## config.mk

```make
export PLATFORM = sky130hd
export DESIGN_NAME = uart_alu_ctrl
export DESIGN_NICKNAME = d
export VERILOG_FILES = /design/src/rtl/uart_alu_pkg.sv /design/src/rtl/uart_alu_ctrl_alu_core.sv /design/src/rtl/uart_alu_ctrl.sv
export SDC_FILE = /design/constraint.sdc
export NUM_CORES = 1
export LEC_CHECK = 0
export ABC_AREA = 1
export BUFFER_PORTS_ARGS = -buffer_cell sky130_fd_sc_hd__buf_2
export CORE_MARGIN = 4
export CORE_UTILIZATION = 57
export CTS_BUF_LIST = sky130_fd_sc_hd__clkbuf_8
export DETAILED_ROUTE_END_ITERATION = 10
export PLACE_DENSITY = 0.79
export SLEW_MARGIN = 0
export SYNTH_ARGS = -nofsm -noshare
export SYNTH_HDL_FRONTEND = slang
export SYNTH_HIERARCHICAL = 1
export SYNTH_SLANG_ARGS = --single-unit
```

## constraint.sdc

```tcl
create_clock -name clk -period 2.5 [get_ports clk]
set_clock_uncertainty 0.05 [all_clocks]
set_input_delay 0.125 -clock clk [delete_from_list [all_inputs] [get_ports clk]]
set_output_delay 0.125 -clock clk [all_outputs]
set_load 0.005 [all_outputs]
```

## src/rtl/uart_alu_pkg.sv

```systemverilog
// Shared opcode constants and sequencer state encoding for the UART ALU slot.
package uart_alu_pkg;

    localparam logic [7:0] OP_ADD = 8'h20;
    localparam logic [7:0] OP_SUB = 8'h22;
    localparam logic [7:0] OP_AND = 8'h24;
    localparam logic [7:0] OP_OR  = 8'h25;
    localparam logic [7:0] OP_XOR = 8'h26;
    localparam logic [7:0] OP_NOR = 8'h27;
    localparam logic [7:0] OP_SRA = 8'h03;
    localparam logic [7:0] OP_SRL = 8'h02;

    localparam logic [2:0] ST_GET_A    = 3'd0;
    localparam logic [2:0] ST_GET_B    = 3'd1;
    localparam logic [2:0] ST_GET_OP   = 3'd2;
    localparam logic [2:0] ST_COMPUTE  = 3'd3;
    localparam logic [2:0] ST_SEND     = 3'd4;

    typedef enum logic [2:0] {
        GET_A   = ST_GET_A,
        GET_B   = ST_GET_B,
        GET_OP  = ST_GET_OP,
        COMPUTE = ST_COMPUTE,
        SEND    = ST_SEND
    } state_t;

endpackage

```

## src/rtl/uart_alu_ctrl_alu_core.sv

```systemverilog
// Combinational N-bit ALU; op_valid drops for any opcode outside the supported set.
module alu_core
    import uart_alu_pkg::*;
#(
    parameter int N = 8
) (
    input  logic [N-1:0] a,
    input  logic [N-1:0] b,
    input  logic [N-1:0] op,
    output logic [N-1:0] result,
    output logic         op_valid
);

    // Opcode is matched zero-extended, so wide operands with high bits set never alias.
    localparam int W = (N > 8) ? N : 8;
    localparam logic [N:0] N_VAL = (N+1)'(N);

    logic [W-1:0] op_x;
    logic         shift_big;

    assign op_x      = W'(op);
    assign shift_big = ({1'b0, b} >= N_VAL);

    always_comb begin
        result   = '0;
        op_valid = 1'b1;
        case (op_x)
            W'(OP_ADD): result = a + b;
            W'(OP_SUB): result = a - b;
            W'(OP_AND): result = a & b;
            W'(OP_OR):  result = a | b;
            W'(OP_XOR): result = a ^ b;
            W'(OP_NOR): result = ~(a | b);
            W'(OP_SRA): result = shift_big ? {N{a[N-1]}} : $unsigned($signed(a) >>> b);
            W'(OP_SRL): result = shift_big ? '0 : (a >> b);
            default:    op_valid = 1'b0;
        endcase
    end

endmodule

```

## src/rtl/uart_alu_ctrl.sv

```systemverilog
// Frame sequencer: pops A, B, opcode from the RX FIFO, computes, pushes one result byte.
//   state   | meaning
//   GET_A   | idle, waiting for operand A
//   GET_B   | waiting for operand B
//   GET_OP  | waiting for opcode
//   COMPUTE | register ALU result, update err_op
//   SEND    | push result, stall while TX FIFO full
module uart_alu_ctrl
    import uart_alu_pkg::*;
#(
    parameter int DBIT = 8,
    parameter int N    = 8
) (
    input  logic            clk,
    input  logic            reset,
    input  logic [DBIT-1:0] rx_data,
    input  logic            rx_empty,
    output logic            rd_uart,
    output logic [DBIT-1:0] tx_data,
    input  logic            tx_full,
    output logic            wr_uart,
    output logic            busy,
    output logic            err_op
);

    state_t         state_q, state_d;
    logic [N-1:0]   a_q, a_d;
    logic [N-1:0]   b_q, b_d;
    logic [N-1:0]   op_q, op_d;
    logic [N-1:0]   res_q, res_d;
    logic           err_q, err_d;
    logic [N-1:0]   alu_res;
    logic           alu_valid;
    logic           in_get;

    alu_core #(.N(N)) u_alu (
        .a        (a_q),
        .b        (b_q),
        .op       (op_q),
        .result   (alu_res),
        .op_valid (alu_valid)
    );

    always_comb begin
        state_d = state_q;
        a_d     = a_q;
        b_d     = b_q;
        op_d    = op_q;
        res_d   = res_q;
        err_d   = err_q;
        case (state_q)
            GET_A: if (!rx_empty) begin
                a_d     = rx_data[N-1:0];
                state_d = GET_B;
            end
            GET_B: if (!rx_empty) begin
                b_d     = rx_data[N-1:0];
                state_d = GET_OP;
            end
            GET_OP: if (!rx_empty) begin
                op_d    = rx_data[N-1:0];
                state_d = COMPUTE;
            end
            COMPUTE: begin
                res_d   = alu_res;
                err_d   = err_q | ~alu_valid;
                state_d = SEND;
            end
            SEND: if (!tx_full) state_d = GET_A;
            default: state_d = GET_A;
        endcase
    end

    always_ff @(posedge clk or negedge reset) begin
        if (!reset) begin
            state_q <= GET_A;
            a_q     <= '0;
            b_q     <= '0;
            op_q    <= '0;
            res_q   <= '0;
            err_q   <= 1'b0;
        end else begin
            state_q <= state_d;
            a_q     <= a_d;
            b_q     <= b_d;
            op_q    <= op_d;
            res_q   <= res_d;
            err_q   <= err_d;
        end
    end

    // Strobes are gated by reset so no FIFO traffic leaks out while it is held.
    assign in_get  = (state_q == GET_A) || (state_q == GET_B) || (state_q == GET_OP);
    assign rd_uart = reset & in_get & ~rx_empty;
    assign wr_uart = reset & (state_q == SEND) & ~tx_full;
    assign tx_data = DBIT'(res_q);
    assign busy    = (state_q != GET_A);
    assign err_op  = err_q;

endmodule
```

==> insert_results.sql <==
INSERT INTO impl_metrics (metric_group, metric, value, unit) VALUES
('global_route', 'antenna_found_initial', '0', ''),
('worst_setup_path', 'timing.critical_path.cells', 'inv_2 > nand2_4 > nor3_4 > nand2_4 > nand2_2 > xor2_1 > ha_1 > nand2_1 > or2_4 > nand3_2 > nand2_1 > nand3_1 > nand4_1 > inv_1 > o21ai_2', ''),
('yosys', 'synth-warning-count', '6', ''),
('place', 'io_buffer_count', '23', ''),
('global_route', 'wire_length_of_the_first_global_routing_pass', '14.3', 'mm'),
('floorplanning', 'placementRows', '27', ''),
('final_layout', 'layout.cells.most_common', 'nand2_1', ''),
('floorplanning', 'die-width', '83.2', 'microns'),
('sta', 'tightestPinTransition', '0.451', 'ns'),
('route', 'vias', '3320', ''),
('sta', 'totalNegativeSetupSlack', '-0.148', 'ns'),
('pwr', 'power', '5420', 'uW'),
('route', 'drt_wl_total', '9.04', 'mm'),
('clocking', 'clk_pin_slew', '0.08', 'ns'),
('pwr', 'power.density_cell_area', '1420', 'nW/um^2'),
('sta', 'final-max-slew-violation-count', '0', ''),
('global_route', 'grt.overflow.total', '0', ''),
('clocking', 'clkLatencyLatePin', '0.30', 'ns'),
('route', 'drt_pre_antenna_iters', '5', ''),
('outcome', 'violations_in_the_final_reports', 'setup timing', ''),
('sta', 'timing.final.crit_period', '2.55', 'ns'),
('floorplanning', 'num_ports', '24', ''),
('yosys', 'synth_cell_area', '3220', 'sq um'),
('place', 'placement_cell_area', '3580', 'sq um'),
('route', 'wl_per_cell', '15.2', 'microns'),
('route', 'initialDrtViolationCount', '372', ''),
('sta', 'max_freq', '392', 'MHz'),
('yosys', 'post_synthesis_net_count', '501', ''),
('route', 'ant_nets', '0', ''),
('hold_path', 'whs_path_depth', '3', ''),
('pwr', 'ir_worst_vdd', '0.000842', 'V'),
('sta', 'final_setup_violating_endpoints', '4', ''),
('global_route', 'largest_net_degree_at_the_start_of_global_routing', '32', ''),
('yosys', 'register_area_share_after_synthesis', '28.0', '%'),
('floorplanning', 'floorplan.die.height', '83.2', 'microns'),
('sta', 'worst_hold_check_slack', '0.0689', 'ns'),
('worst_setup_path', 'startpoint_type', 'flop', ''),
('final_layout', 'finish.instance_area', '3820', 'sq um'),
('clocking', 'cts_made_buffers', '5', ''),
('sta', 'setup_ws', '-0.0514', 'ns'),
('worst_setup_path', 'crit_path_top_delay_cell', 'dfrtp_1', ''),
('clocking', 'htreeDepth', '2', ''),
('sta', 'layout_worst_path_cycle_share', '102', '%'),
('final_layout', 'fraction_of_final_layout_cells_sized_beyond_drive_strength_1', '27.1', '%'),
('final_layout', 'layout.core_utilization', '69.3', '%'),
('global_route', 'grtUsageTotal', '25.5', '%'),
('final_layout', 'multi_input_comb_area', '2100', 'sq um'),
('final_layout', 'fillerInstances', '481', ''),
('place', 'gp_routability_congestion', '0.947', ''),
('worst_setup_path', 'timing.critical_path.slowest_cell_delay', '0.40', 'ns'),
('floorplanning', 'initial_utilization', '58.5', '%'),
('hold_path', 'hold_path.class', 'input port to flop', ''),
('clocking', 'tritoncts', 'yes', ''),
('yosys', 'synth_area_per_cell', '6.94', 'sq um'),
('yosys', 'syn-instance-count', '464', ''),
('floorplanning', 'fp.dieArea', '6920', 'sq um'),
('final_layout', 'finalNetCount', '557', ''),
('sta', 'finalHoldViolations', '0', ''),
('clocking', 'clock-root-buffer', 'clkbuf_8', ''),
('clocking', 'cts_max_path_buffers', '2', ''),
('place', 'place.detailed.hpwl', '6.89', 'mm'),
('yosys', 'postSynthRegisterBits', '36', ''),
('worst_setup_path', 'criticalPathCategory', 'flop to flop', ''),
('sta', 'setup_repair_after_global_routing_missed_its_margin', 'true', ''),
('worst_setup_path', 'required', '2.64', 'ns'),
('clocking', 'cts_sinks', '36', ''),
('global_route', 'first_global_vias', '3034', ''),
('route', 'final_routed_drc_violation_total', '0', ''),
('pwr', 'total_leakage_power', '0.00200', 'uW'),
('final_layout', 'final_cell_mix', 'nand2_1 (135), nand3_1 (49), inv_1 (49), dfrtp_1 (36), buf_4 (34)', ''),
('floorplanning', 'floorplan.core_area', '5510', 'sq um'),
('sta', 'slew_headroom', '69.9', '%'),
('flow_run', 'max_cap_viols', '0', ''),
('worst_setup_path', 'cp-end-kind', 'flop', ''),
('final_layout', 'antenna-diode-count', '0', ''),
('worst_setup_path', 'reg2regPathDepth', '15', ''),
('outcome', 'status', 'finished with violations', ''),
('worst_setup_path', 'data_arrival_at_the_endpoint_of_the_critical_path', '2.69', 'ns'),
('final_layout', 'area_delta_synth_final', '18.5', '%'),
('worst_setup_path', 'worstPathMaxFanout', '6', ''),
('final_layout', 'register_area', '901', 'sq um'),
('route', 'post_drt_via_cell_ratio', '5.60', ''),
('yosys', 'synth_cell_types', '34', '');
==> cells in the mapped netlist <==
| library cell | n | area (sq um) |
|---|---|---|
| nand2_4 | 2 | 22.5 |
| inv_2 | 7 | 26.3 |
| and3_1 | 2 | 12.5 |
| clkinv_1 | 1 | 3.75 |
| nand2_2 | 7 | 43.8 |
| ha_1 | 24 | 300 |
| nor3_4 | 1 | 16.3 |
| nor2_2 | 5 | 31.3 |
| buf_2 | 3 | 15.0 |
| nand3_1 | 51 | 255 |
| dfrtp_1 | 36 | 901 |
| nand4_1 | 11 | 68.8 |
| a31oi_1 | 1 | 6.26 |
| inv_1 | 52 | 195 |
| nor4_1 | 1 | 6.26 |
| a21oi_1 | 11 | 55.1 |
| fa_1 | 1 | 20.0 |
| xor2_1 | 6 | 52.6 |
| o21bai_2 | 1 | 11.3 |
| buf_6 | 4 | 45.0 |
| clkbuf_1 | 2 | 7.51 |
| a21o_1 | 1 | 7.51 |
| nand2_1 | 139 | 522 |
| o21ai_1 | 13 | 65.1 |
| nor2_1 | 28 | 105 |
| o211ai_1 | 3 | 22.5 |
| nor3_1 | 4 | 20.0 |
| o21ai_0 | 10 | 50.1 |
| nor3_2 | 2 | 20.0 |
| nand3b_1 | 2 | 15.0 |
| o21ai_2 | 24 | 210 |
| nand3_2 | 3 | 30.0 |
| or2_2 | 2 | 12.5 |
| nor2_4 | 4 | 45.0 |
==> final cells by class <==
class	instances	share of cell area, %
multi-input combinational	359	55.1
sequential	36	23.6
timing repair buffer	58	9.97
inverter	60	5.90
tap	72	2.36
clock buffer	5	1.80
clock inverter	3	1.21
==> power by group <==
part	internal, uW	leakage, uW	switching [uW]
clock network	300	0.0000548	233
registers	836	0.000459	322
logic	1480	0.00148	2240
total	2620	0.00200	2800
==> worst max-delay path, delay by kind of cell (launching register included) <==
kind,cells,cell delay [ns]
XOR/XNOR,1,0.06
flip-flops,1,0.40
adder cells (fa/ha/maj),1,0.36
AND/OR/NAND/NOR,10,1.31
buffers and inverters,2,0.20
AO/OA/AOI/OAI,1,0.06
==> flip-flops by register name, summed over array words and instances, names as in the netlist <==
signal	flops
err_op	1
b_q	8
tx_data	8
state_q	3
op_q	8
a_q	8
==> metrics by stage <==
step	setup slack, ns	std cells
global route	-0.210	593
finish	-0.0514	593
CTS	-0.00447	589
global placement	0.0306	580
floorplan	0.00738	464
detailed placement	-0.0470	580
==> final timing paths <==
| path | slack, ns | endpoint | start |
|---|---|---|---|
| min | 0.07 | op_q[0] | rx_data[0] |
| min in group asynchronous | 0.16 | state_q[0] | reset |
| max in group asynchronous | 1.60 | a_q[4] | reset |
| max | -0.05 | tx_data[6] | op_q[3] |
| min reg2reg | 0.43 | err_op | err_op |
| max reg2reg | -0.05 | tx_data[6] | op_q[3] |
==> per-layer routing <==
layer | vias up | share of wire [%] | global-route usage [%]
met2 | 140 | 46 | 41.3
met1 | 1512 | 43 | 34.4
met5 | - | 0 | 0
met4 | 0 | 4.7 | 10.5
met3 | 43 | 6.4 | 3.37
li1 | 1625 | - | -
==> cell families (layout without fill, tap and decap cells) <==
| group | Yosys count | after routing | share of synthesized area, % |
|---|---|---|---|
| XOR/XNOR | 6 | 6 | 1.63 |
| flip-flops | 36 | 36 | 28.0 |
| AO/OA/AOI/OAI | 64 | 64 | 13.3 |
| AND/OR/NAND/NOR | 264 | 264 | 38.1 |
| adder cells (fa/ha/maj) | 25 | 25 | 9.95 |
| buffers and inverters | 69 | 126 | 9.09 |
==> timing repair <==
item                       4_1_cts  5_1_grt
hold buffers                     1        0
hold endpoints to repair        36        0
pin swaps                        0       24
resized for setup                4       19
setup endpoints to repair        2        6
setup buffers                    0        4
No activity file was read; power rests on OpenSTA's default activity.
